File: config.mk
export PLATFORM = sky130hd
export DESIGN_NAME = wb_stage
export DESIGN_NICKNAME = d
export VERILOG_FILES = /design/src/rtl/wb_stage.sv
export SDC_FILE = /design/constraint.sdc
export NUM_CORES = 1
export LEC_CHECK = 0
export CELL_PAD_IN_SITES_DETAIL_PLACEMENT = 1
export CELL_PAD_IN_SITES_GLOBAL_PLACEMENT = 1
export CORE_MARGIN = 4
export CORE_UTILIZATION = 25
export CTS_CLUSTER_DIAMETER = 30
export CTS_CLUSTER_SIZE = 14
export DETAILED_ROUTE_END_ITERATION = 8
export HOLD_SLACK_MARGIN = 0.05
export PLACE_DENSITY = 0.73
export REMOVE_ABC_BUFFERS = 1
export SYNTH_ARGS = -nofsm -noshare
export SYNTH_HDL_FRONTEND = slang
export SYNTH_SLANG_ARGS = --single-unit
File: constraint.sdc
create_clock -name clk -period 2.2 [get_ports clk]
set_input_delay 0.22 -clock clk [delete_from_list [all_inputs] [get_ports clk]]
set_output_delay 0.22 -clock clk [all_outputs]
set_load 0.03 [all_outputs]
File: src/rtl/wb_stage.sv
`default_nettype none
// ============================================================================
//  Module   : wb_stage
//  Brief    : RV32I writeback stage. Selects the retiring result (ALU, load,
//             PC+4 or immediate), extends and aligns load data, waits for
//             variable-latency load responses, counts retired instructions
//             and raises a sticky load fault.
//  Options  : define WB_BYPASS_EN to add the byp_valid / byp_rd / byp_data
//             same-cycle forwarding outputs.
//  Revision : 1.0 - initial release
// ============================================================================
module wb_stage #(
  parameter int LOAD_TIMEOUT = 16,
  parameter int CNT_W        = 64
) (
  input  logic              clk,
  input  logic              reset,
  // memory-stage handshake
  input  logic              in_valid,
  output logic              in_ready,
  input  logic [4:0]        in_rd,
  input  logic              in_rd_en,
  input  logic [1:0]        in_sel,
  input  logic [31:0]       in_alu,
  input  logic [31:0]       in_pc,
  input  logic [31:0]       in_imm,
  input  logic [2:0]        in_funct3,
  // load response
  input  logic              mem_rvalid,
  input  logic [31:0]       mem_rdata,
  // register file write port
  output logic [4:0]        rd,
  output logic              rd_en,
  output logic [31:0]       rd_data,
  output logic              load_fault,
`ifdef WB_BYPASS_EN
  output logic              byp_valid,
  output logic [4:0]        byp_rd,
  output logic [31:0]       byp_data,
`endif
  output logic [CNT_W-1:0]  instret
);

  // Result source selector encoding
  localparam logic [1:0] c_SEL_ALU  = 2'd0;
  localparam logic [1:0] c_SEL_LOAD = 2'd1;
  localparam logic [1:0] c_SEL_PC4  = 2'd2;
  localparam logic [1:0] c_SEL_IMM  = 2'd3;

  // Load funct3 encodings
  localparam logic [2:0] c_F3_LB  = 3'b000;
  localparam logic [2:0] c_F3_LH  = 3'b001;
  localparam logic [2:0] c_F3_LW  = 3'b010;
  localparam logic [2:0] c_F3_LBU = 3'b100;
  localparam logic [2:0] c_F3_LHU = 3'b101;

  // Timeout counter sized to hold LOAD_TIMEOUT; the fault fires on the
  // LOAD_TIMEOUT-th consecutive cycle spent waiting without a response.
  localparam int unsigned          c_TCNT_W    = $clog2(LOAD_TIMEOUT + 1);
  localparam logic [c_TCNT_W-1:0]  c_TCNT_LAST = c_TCNT_W'(LOAD_TIMEOUT - 1);
  localparam logic [c_TCNT_W-1:0]  c_TCNT_ONE  = c_TCNT_W'(1);
  localparam logic [CNT_W-1:0]     c_CNT_ONE   = CNT_W'(1);

  typedef enum logic [0:0] {
    ST_IDLE      = 1'b0,
    ST_LOAD_WAIT = 1'b1
  } state_t;

  state_t                r_state;
  logic [c_TCNT_W-1:0]   r_tcnt;
  logic [4:0]            r_ld_rd;
  logic                  r_ld_rd_en;
  logic [2:0]            r_ld_funct3;
  logic [1:0]            r_ld_addr;

  logic                  w_accept;
  logic                  w_is_load;
  logic                  w_load_ok;
  logic [31:0]           w_simple_data;
  logic [31:0]           w_load_data;

  // Legal funct3 with a naturally aligned address
  function automatic logic f_load_ok(input logic [2:0] f3, input logic [1:0] a);
    logic ok;
    case (f3)
      c_F3_LB, c_F3_LBU: ok = 1'b1;
      c_F3_LH, c_F3_LHU: ok = ~a[0];
      c_F3_LW:           ok = (a == 2'b00);
      default:           ok = 1'b0;
    endcase
    return ok;
  endfunction

  // Pick the addressed byte/half out of the word and extend it
  function automatic logic [31:0] f_load_extend(input logic [2:0]  f3,
                                                input logic [1:0]  a,
                                                input logic [31:0] w);
    logic [7:0]  b;
    logic [15:0] h;
    logic [31:0] res;
    case (a)
      2'd0:    b = w[7:0];
      2'd1:    b = w[15:8];
      2'd2:    b = w[23:16];
      default: b = w[31:24];
    endcase
    h = a[1] ? w[31:16] : w[15:0];
    case (f3)
      c_F3_LB:  res = {{24{b[7]}}, b};
      c_F3_LH:  res = {{16{h[15]}}, h};
      c_F3_LBU: res = {24'd0, b};
      c_F3_LHU: res = {16'd0, h};
      default:  res = w;
    endcase
    return res;
  endfunction

  assign w_accept    = in_valid & in_ready;
  assign w_is_load   = (in_sel == c_SEL_LOAD);
  assign w_load_ok   = f_load_ok(in_funct3, in_alu[1:0]);
  assign w_load_data = f_load_extend(r_ld_funct3, r_ld_addr, mem_rdata);

  // Result mux for the single-cycle (non-load) sources
  always_comb begin
    w_simple_data = in_alu;
    case (in_sel)
      c_SEL_ALU: w_simple_data = in_alu;
      c_SEL_PC4: w_simple_data = in_pc + 32'd4;
      c_SEL_IMM: w_simple_data = in_imm;
      default:   w_simple_data = in_alu;
    endcase
  end

  // Writeback FSM: accepts, load wait/timeout, retire count, register outputs
  always_ff @(posedge clk) begin
    if (!reset) begin
      r_state     <= ST_IDLE;
      in_ready    <= 1'b1;
      rd          <= 5'd0;
      rd_en       <= 1'b0;
      rd_data     <= 32'd0;
      load_fault  <= 1'b0;
      instret     <= '0;
      r_tcnt      <= '0;
      r_ld_rd     <= 5'd0;
      r_ld_rd_en  <= 1'b0;
      r_ld_funct3 <= 3'd0;
      r_ld_addr   <= 2'd0;
    end else begin
      // write enable is a single-cycle pulse
      rd_en <= 1'b0;
      case (r_state)
        ST_IDLE: begin
          if (w_accept) begin
            if (!w_is_load) begin
              rd      <= in_rd;
              rd_en   <= in_rd_en & (in_rd != 5'd0);
              rd_data <= w_simple_data;
              instret <= instret + c_CNT_ONE;
            end else if (!w_load_ok) begin
              // bad load retires immediately without a write
              load_fault <= 1'b1;
              instret    <= instret + c_CNT_ONE;
            end else begin
              r_ld_rd     <= in_rd;
              r_ld_rd_en  <= in_rd_en;
              r_ld_funct3 <= in_funct3;
              r_ld_addr   <= in_alu[1:0];
              r_tcnt      <= '0;
              r_state     <= ST_LOAD_WAIT;
              in_ready    <= 1'b0;
            end
          end
        end
        ST_LOAD_WAIT: begin
          if (mem_rvalid) begin
            rd       <= r_ld_rd;
            rd_en    <= r_ld_rd_en & (r_ld_rd != 5'd0);
            rd_data  <= w_load_data;
            instret  <= instret + c_CNT_ONE;
            r_state  <= ST_IDLE;
            in_ready <= 1'b1;
          end else if (r_tcnt == c_TCNT_LAST) begin
            load_fault <= 1'b1;
            instret    <= instret + c_CNT_ONE;
            r_tcnt     <= '0;
            r_state    <= ST_IDLE;
            in_ready   <= 1'b1;
          end else begin
            r_tcnt <= r_tcnt + c_TCNT_ONE;
          end
        end
        default: begin
          r_state  <= ST_IDLE;
          in_ready <= 1'b1;
        end
      endcase
    end
  end

`ifdef WB_BYPASS_EN
  // Mirror the write currently presented to the register file
  always_comb begin
    byp_valid = rd_en;
    byp_rd    = rd;
    byp_data  = rd_data;
  end
`endif

endmodule
`default_nettype wire

# --- Word-level counts from Yosys, hierarchy flattened ---
# Cells that the tools add are included.
word_totals:
  ff_bits: 121
  input_bits: 143
classes:
  add_sub_neg: 3
  muxes: 46
  eq_ne: 23
  reduce_logical: 14
  n_bitwise: 5
ops:
  columns: ["op", "n"]
  rows:
  - ["two-way mux 64 bit", 5]
  - ["case mux 32 bit (2 select lines)", 2]
  - ["case mux 32 bit (4 select lines)", 1]
  - ["case mux 64 bit (2 select lines)", 1]
  - ["two-way mux 32 bit", 3]
  - ["adder 64 x 1 -> 64 bit, second input constant", 1]
  - ["two-way mux 5 bit", 8]
  - ["adder 32 x 3 -> 32 bit, second input constant", 1]
  - ["case mux 8 bit (3 select lines)", 1]
  - ["case mux 5 bit (2 select lines)", 2]
  - ["two-way mux 1 bit", 17]
  - ["two-way mux 16 bit", 1]
  - ["!= test 2 bit, second input constant", 7]
  - ["equality test 3 bit, second input constant", 4]
  - ["AND reduction 4 bit", 3]
  - ["nonzero test 5 bit", 2]
  - ["case mux 1 bit (2 select lines)", 4]
  - ["equality test 2 bit, second input constant", 3]
  - ["equality test 3 x 1 -> 1 bit, second input constant", 2]
  - ["logical NOT 3 bit", 2]
  - ["AND reduction 3 bit", 2]
  - ["adder 5 x 1 -> 5 bit, second input constant", 1]
  - ["equality test 5 x 4 -> 1 bit, second input constant", 1]
  - ["AND reduction 5 bit", 1]
  - ["other kinds (10)", 16]

# --- Depth between registers and ports, before layout ---
depth:
  depth_word: 7
  mapped_depth: 9
  mapped_depth_nobuf: 7

# --- Worst setup path before layout ---
# Ideal clock, no wire load.
synth_path:
  kind: "reg2reg"
  startpoint: "register instret[37]"
  endpoint: "register instret[61]"
  setup_slack_ns: -0.310
  path_stages_with_launch: 8
  required_ns: 2.130
  arrival_ns: 2.440
  path_buffers: 1
  path_cell_list: "dfxtp_1 -> and4_4 -> nand4_4 -> or3_4 -> or3_4 -> buf_6 -> or4_1 -> a21oi_1"
synth_between:
  elab_chain_cells: 5
  elab_cells_between_ends: 7
  classes_between: "add/sub: 1; mux: 6"
synth_rtl:
  columns: ["element", "line_no", "source"]
  rows:
  - ["start: declaration", "41", "output logic [CNT_W-1:0] instret"]
  - ["start signal: assignment", "159", "instret <= instret + c_CNT_ONE;"]
  - ["start signal: assignment", "163", "instret <= instret + c_CNT_ONE;"]
  - ["start signal: assignment", "180", "instret <= instret + c_CNT_ONE;"]
  - ["adder 64 x 1 -> 64 bit (*)", null, null]
  - ["two-way mux 64 bit", "160", "end else if (!w_load_ok) begin"]
  - ["two-way mux 64 bit", "155", "if (!w_is_load) begin"]
  - ["two-way mux 64 bit", "154", "if (w_accept) begin"]
  - ["case mux 64 bit (2 select lines) (*)", "152", "case (r_state)"]
# Every way passes the cells marked *; elsewhere a longest branch is shown, timed or not. The select of a mux whose other input is x is not followed.
# A chain may end at the register's enable or synchronous reset.

# --- Worst setup path after layout ---
layout_path:
  startpoint: "register r_tcnt[0]"
  endpoint: "register instret[45]"
layout_between:
  elab_chain_cells: 3
layout_rtl:
  columns: ["element", "line_no", "source"]
  rows:
  - ["start: declaration", "70", "logic [c_TCNT_W-1:0] r_tcnt;"]
  - ["start signal: assignment", "190", "r_tcnt <= r_tcnt + c_TCNT_ONE;"]
  - ["equality test 5 x 4 -> 1 bit", "183", "end else if (r_tcnt == c_TCNT_LAST) begin"]
  - ["!= test 3 x 2 -> 1 bit (no line)", null, null]
  - ["AND reduction 3 bit (no line)", null, null]
  - ["end signal: assignment", "163", null]
  - ["end signal: assignment", "180", null]
  - ["end signal: assignment", "185", "instret <= instret + c_CNT_ONE;"]
# Every way passes these cells.

==> impl_results.html <==
<table>
<tr><th>Metric</th><th>Value</th></tr>
<tr><th colspan="2">Run status</th></tr>
<tr><td>Status</td><td>complete, no violations</td></tr>
<tr><th colspan="2">Routing</th></tr>
<tr><td>DRC marker count from the first detailed-route iteration</td><td>405</td></tr>
<tr><td>Via-to-Cell Ratio</td><td>5.069</td></tr>
<tr><td>Post-Route M1 WL</td><td>roughly 13 mm</td></tr>
<tr><td>Total detailed-routing wirelength</td><td>33.98 mm</td></tr>
<tr><td>Vias</td><td>around 8600</td></tr>
<tr><td>Drt drc</td><td>0</td></tr>
<tr><td>Uppermost layer routed</td><td>met5</td></tr>
<tr><td>Routed Antenna Nets</td><td>0</td></tr>
<tr><td>Per-cell routed wire length</td><td>19.93 um</td></tr>
<tr><td>Number of search-and-repair iterations in the first detailed-routing pass</td><td>5</td></tr>
<tr><td>Total length of routed met2 wires</td><td>16.71 mm</td></tr>
<tr><td>Met3 Wirelength</td><td>between 3 and 4 mm</td></tr>
<tr><th colspan="2">Layout</th></tr>
<tr><td>Combined area of the multi-input logic cells</td><td>4501 sq um</td></tr>
<tr><td>Fillers</td><td>3309</td></tr>
<tr><td>Count of inserted antenna diode cells</td><td>0</td></tr>
<tr><td>Total area of sequential cells</td><td>approximately 2400 sq um</td></tr>
<tr><td>Layout cells sized above 1</td><td>0.2125</td></tr>
<tr><td>Area Growth Syn to Fin</td><td>70.46%</td></tr>
<tr><td>Total number of nets in the final design</td><td>about 1500</td></tr>
<tr><th colspan="2">Place</th></tr>
<tr><td>Post-detailed-placement half-perimeter wirelength</td><td>roughly 27 mm</td></tr>
<tr><td>Placer Congestion</td><td>approximately 0.83</td></tr>
<tr><td>Number of input and output port buffers inserted</td><td>about 250</td></tr>
<tr><th colspan="2">Die</th></tr>
<tr><td>Die Y-Extent</td><td>176.3 um</td></tr>
<tr><td>Effective utilization at floorplan</td><td>0.2542</td></tr>
<tr><td>Die area</td><td>31080 sq um</td></tr>
<tr><td>Core ar.</td><td>27860 sq um</td></tr>
<tr><td>Number of top-level pins</td><td>247</td></tr>
<tr><td>Std-Cell Rows</td><td>61</td></tr>
<tr><td>Floorplan die width</td><td>176.3 um</td></tr>
<tr><th colspan="2">Worst setup path</th></tr>
<tr><td>Most common cell type on the critical path</td><td>sky130_fd_sc_hd__buf_12</td></tr>
<tr><td>Worst-path fanout max</td><td>7</td></tr>
<tr><td>Path type of the worst setup path</td><td>flop to flop</td></tr>
<tr><td>Slowest stage cell, crit path</td><td>sky130_fd_sc_hd__or4_1</td></tr>
<tr><td>Critical Path Max Stage Delay</td><td>0.43 ns</td></tr>
<tr><td>Type of element launching the critical path</td><td>flop</td></tr>
<tr><td>Data arrival time of the critical path</td><td>2.49 ns</td></tr>
<tr><td>Worst setup EP type</td><td>flop</td></tr>
<tr><td>Required time worst endpoint</td><td>2.55 ns</td></tr>
<tr><td>Buf+Inv Stages, Crit Path</td><td>2</td></tr>
<tr><td>Series of cell instances along the critical path</td><td>ha_4 -&gt; and4b_2 -&gt; o21ai_4 -&gt; nor3_4 -&gt; nand4_1 -&gt; buf_12 -&gt; buf_12 -&gt; or4_1 -&gt; a21oi_2</td></tr>
<tr><td>Category of cells accounting for the largest share of critical-path delay</td><td>simple AND/OR/NAND/NOR gates</td></tr>
<tr><th colspan="2">Clocking</th></tr>
<tr><td>Clock tree from TritonCTS</td><td>yes</td></tr>
<tr><td>Root buffer selected by CTS</td><td>sky130_fd_sc_hd__clkbuf_16</td></tr>
<tr><td>Clock latency on the worst-skew pair</td><td>0.43 ns</td></tr>
<tr><td>Clock sink count</td><td>approximately 120</td></tr>
<tr><td>Buffer depth of the longest clock path</td><td>2</td></tr>
<tr><td>Clock buffer count from CTS</td><td>17</td></tr>
<tr><td>Clk slew on worst S/H paths</td><td>0.06 ns</td></tr>
<tr><td>Maximum level of the CTS H-tree</td><td>4</td></tr>
<tr><td>Number of buffers added to fix hold violations after cts</td><td>0</td></tr>
<tr><th colspan="2">Logic synthesis</th></tr>
<tr><td>Yosys warning count</td><td>0</td></tr>
<tr><td>Share of synthesized registers carrying an async set or reset</td><td>0</td></tr>
<tr><td>Flop and latch count out of synthesis</td><td>121</td></tr>
<tr><td>Fraction of post-synthesis cell area in the top cell type by area</td><td>0.3420</td></tr>
<tr><td>Primary flip-flop cell chosen by synthesis mapping</td><td>sky130_fd_sc_hd__dfxtp_1</td></tr>
<tr><td>Proportion of synthesized chip area in sequential cells</td><td>0.3420</td></tr>
<tr><td>Dominant cells by area after synthesis</td><td>sky130_fd_sc_hd__dfxtp_1, sky130_fd_sc_hd__a21oi_1, sky130_fd_sc_hd__nor2_1</td></tr>
<tr><td>Number of flops mapped to enable cells by yosys</td><td>0</td></tr>
<tr><td>Mean post-synth cell area</td><td>7.673 sq um</td></tr>
<tr><td>Post-Synthesis Cells</td><td>between 900 and 1000</td></tr>
<tr><td>Number of library cell types mapped by synthesis</td><td>64</td></tr>
<tr><td>Netlist Area Pre-Place</td><td>7082 sq um</td></tr>
<tr><td>Cell taking the most area after synthesis</td><td>sky130_fd_sc_hd__dfxtp_1</td></tr>
<tr><th colspan="2">GRT</th></tr>
<tr><td>First-pass GRT wire length</td><td>51.33 mm</td></tr>
<tr><td>Pin count of the biggest net entering global routing</td><td>46</td></tr>
<tr><td>Overall track demand over capacity in global routing</td><td>0.2126</td></tr>
<tr><td>Initial antenna violation count</td><td>5</td></tr>
<tr><td>Number of global-route vias before repair</td><td>9179</td></tr>
<tr><td>Remaining Overflow, GRT</td><td>0</td></tr>
<tr><th colspan="2">Timing</th></tr>
<tr><td>Setup repair after global routing missed its margin</td><td>true</td></tr>
<tr><td>Worst hold margin</td><td>0.2149 ns</td></tr>
<tr><td>Number of max-slew violations in the final report</td><td>0</td></tr>
<tr><td>Number of failing hold endpoints at the final stage</td><td>0</td></tr>
<tr><td>Share of the cycle needed by the critical path after routing</td><td>0.9748</td></tr>
<tr><td>Worst-Margin Slew</td><td>around 0.45 ns</td></tr>
<tr><td>F_max</td><td>0.4663 GHz</td></tr>
<tr><td>Crit path time final</td><td>2.145 ns</td></tr>
<tr><td>Worst max-slew margin expressed relative to the limit</td><td>0.6980</td></tr>
<tr><td>Setup violation total in the final timing report</td><td>0</td></tr>
<tr><td>Layout Skew</td><td>0.01223 ns</td></tr>
<tr><th colspan="2">Flow run</th></tr>
<tr><td>Number of violations of the max-capacitance limit</td><td>0</td></tr>
<tr><th colspan="2">Power and ir drop</th></tr>
<tr><td>Cell Pwr Density</td><td>519.6 nW/um^2</td></tr>
<tr><td>Total power draw</td><td>6272 uW</td></tr>
<tr><td>Static power due to leakage</td><td>0.004574 uW</td></tr>
<tr><td>Maximum vdd drop</td><td>0.0005325 V</td></tr>
<tr><th colspan="2">Min path</th></tr>
<tr><td>Class of the worst hold path</td><td>input port to flop</td></tr>
</table>
==> synthesized netlist by cell type, types with 4 or more instances <==
master                       n
sky130_fd_sc_hd__a211oi_1   26
sky130_fd_sc_hd__nor3_1     26
sky130_fd_sc_hd__or3_1      14
sky130_fd_sc_hd__dfxtp_1   121
sky130_fd_sc_hd__buf_2       6
sky130_fd_sc_hd__xor2_1     29
sky130_fd_sc_hd__a31oi_1     7
sky130_fd_sc_hd__nand3_1    43
sky130_fd_sc_hd__a221oi_1   10
sky130_fd_sc_hd__nand2b_1    6
sky130_fd_sc_hd__buf_1       7
sky130_fd_sc_hd__nor2b_1     6
sky130_fd_sc_hd__nand2_1    87
sky130_fd_sc_hd__or4_1      14
sky130_fd_sc_hd__xnor2_1    31
sky130_fd_sc_hd__nor2_1    103
sky130_fd_sc_hd__and4_1      8
sky130_fd_sc_hd__a221o_1     4
sky130_fd_sc_hd__and2_1      8
sky130_fd_sc_hd__nand4_1    41
sky130_fd_sc_hd__o21ai_0    55
sky130_fd_sc_hd__a21o_1      4
sky130_fd_sc_hd__mux2i_1    24
sky130_fd_sc_hd__o31ai_1    16
sky130_fd_sc_hd__or2_2       5
sky130_fd_sc_hd__o211ai_1    9
sky130_fd_sc_hd__clkbuf_1   44
sky130_fd_sc_hd__inv_1      24
sky130_fd_sc_hd__and3_1     11
sky130_fd_sc_hd__a21oi_1    80
==> layer usage <==
layer / vias up / GRT usage
met5: - / 0
met2: 305 / 0.3786
li1: 4161 / -
met3: 66 / 0.07645
met1: 4100 / 0.2317
met4: 10 / 0.07862
==> registers in the layout, indices dropped and copies added, names as in the netlist, 2 cells and up <==
name and cells:
instret 64, r_ld_addr 2, r_ld_funct3 3, r_ld_rd 5, r_tcnt 5, rd 5
rd_data 32
==> worst min-delay path, stage by stage <==
cell and delay (ns):
sky130_fd_sc_hd__dlymetal6s2s_1 0.10, sky130_fd_sc_hd__buf_4 0.13, sky130_fd_sc_hd__mux2i_1 0.06, sky130_fd_sc_hd__nor2_1 0.08
==> stage by stage <==
stage / area [sq um] / TNS [ns] / worst slack, ns / utilization / cells
after floorplan: 6837 / -41.34 / -1.074 / - / 863
after global placement: 11140 / -22.01 / -0.4640 / 0.4000 / 1659
after detailed placement: 11140 / -27.82 / -0.4992 / 0.4000 / 1659
after CTS: 11900 / -0.02819 / -0.01493 / 0.4272 / 1701
after global routing: 12070 / -0.1419 / -0.04106 / 0.4333 / 1705
final: 12070 / 0 / 0.05533 / 0.4333 / 1705
==> path summary, 6_finish.rpt <==
path                                        startpoint                     endpoint  slack (ns)  depth (start not counted)
worst max-delay path            r_tcnt[0]$_SDFFE_PN0P_     instret[45]$_SDFFE_PN0P_        0.06                          9
worst min-delay path                      in_funct3[2]  r_ld_funct3[2]$_SDFFE_PN0P_        0.21                          4
worst max register to register  r_tcnt[0]$_SDFFE_PN0P_     instret[45]$_SDFFE_PN0P_        0.06                          9
worst min register to register  r_tcnt[4]$_SDFFE_PN0P_       r_tcnt[4]$_SDFFE_PN0P_        0.45                          2
==> layout by cell type (no fill, tap or decap), types with 7 or more instances in the layout <==
cell type                         synthesis  routed
sky130_fd_sc_hd__and2_1                   8       8
sky130_fd_sc_hd__mux2i_1                 24      24
sky130_fd_sc_hd__xnor2_1                 31      31
sky130_fd_sc_hd__nor2_1                 103     101
sky130_fd_sc_hd__and3_1                  11      10
sky130_fd_sc_hd__o211ai_1                 9       9
sky130_fd_sc_hd__and4_1                   8       7
sky130_fd_sc_hd__or4_1                   14      12
sky130_fd_sc_hd__dfxtp_2                  0      13
sky130_fd_sc_hd__a31oi_1                  7       7
sky130_fd_sc_hd__o21ai_0                 55      53
sky130_fd_sc_hd__nand4_1                 41      41
sky130_fd_sc_hd__dfxtp_1                121     108
sky130_fd_sc_hd__a21oi_1                 80      73
sky130_fd_sc_hd__nand3_1                 43      42
sky130_fd_sc_hd__buf_4                    1     171
sky130_fd_sc_hd__o31ai_1                 16      13
sky130_fd_sc_hd__nand2_1                 87      87
sky130_fd_sc_hd__clkdlybuf4s50_1          0     240
sky130_fd_sc_hd__or3_1                   14      14
sky130_fd_sc_hd__a21oi_2                  0       7
sky130_fd_sc_hd__inv_1                   24      24
sky130_fd_sc_hd__a221oi_1                10      10
sky130_fd_sc_hd__xor2_1                  29      29
sky130_fd_sc_hd__clkbuf_16                0      17
sky130_fd_sc_hd__buf_12                   0       8
sky130_fd_sc_hd__a211oi_1                26      26
sky130_fd_sc_hd__nor3_1                  26      23
==> area by class of cell <==
class / instances / share of cell area
Clock buffer: 18 / 0.03638
Clock inverter: 14 / 0.01036
Inverter: 25 / 0.007774
Multi-Input combinational cell: 717 / 0.3728
Sequential cell: 121 / 0.2020
Tap cell: 378 / 0.03918
Timing Repair Buffer: 432 / 0.3315
==> kinds of logic after synthesis <==
| logic type | Yosys count | share of synthesized area |
|---|---|---|
| compound gates | 233 | 0.2060 |
| xor+xnor | 60 | 0.07420 |
| fa+ha+maj | 3 | 0.005301 |
| buf+inv | 85 | 0.04788 |
| flops | 121 | 0.3420 |
| mux | 27 | 0.04028 |
| simple gates | 394 | 0.2843 |
==> where the power goes <==
| group | total (uW) | switching [uW] | internal (uW) |
|---|---|---|---|
| Combinational | 1230 | 622 | 605 |
| Sequential | 2310 | 47.3 | 2260 |
| Clock | 2730 | 1150 | 1590 |
| Total | 6270 | 1820 | 4450 |
==> what timing repair did <==
| action | in CTS | in global routing |
|---|---|---|
| buffers inserted | 9 | 4 |
| endpoints found under the setup margin | 30 | 45 |
| gates resized for setup | 26 | 37 |
| gates cloned | 1 | 0 |
| pin swaps | 11 | 15 |
(Power assumes the default switching activity.)
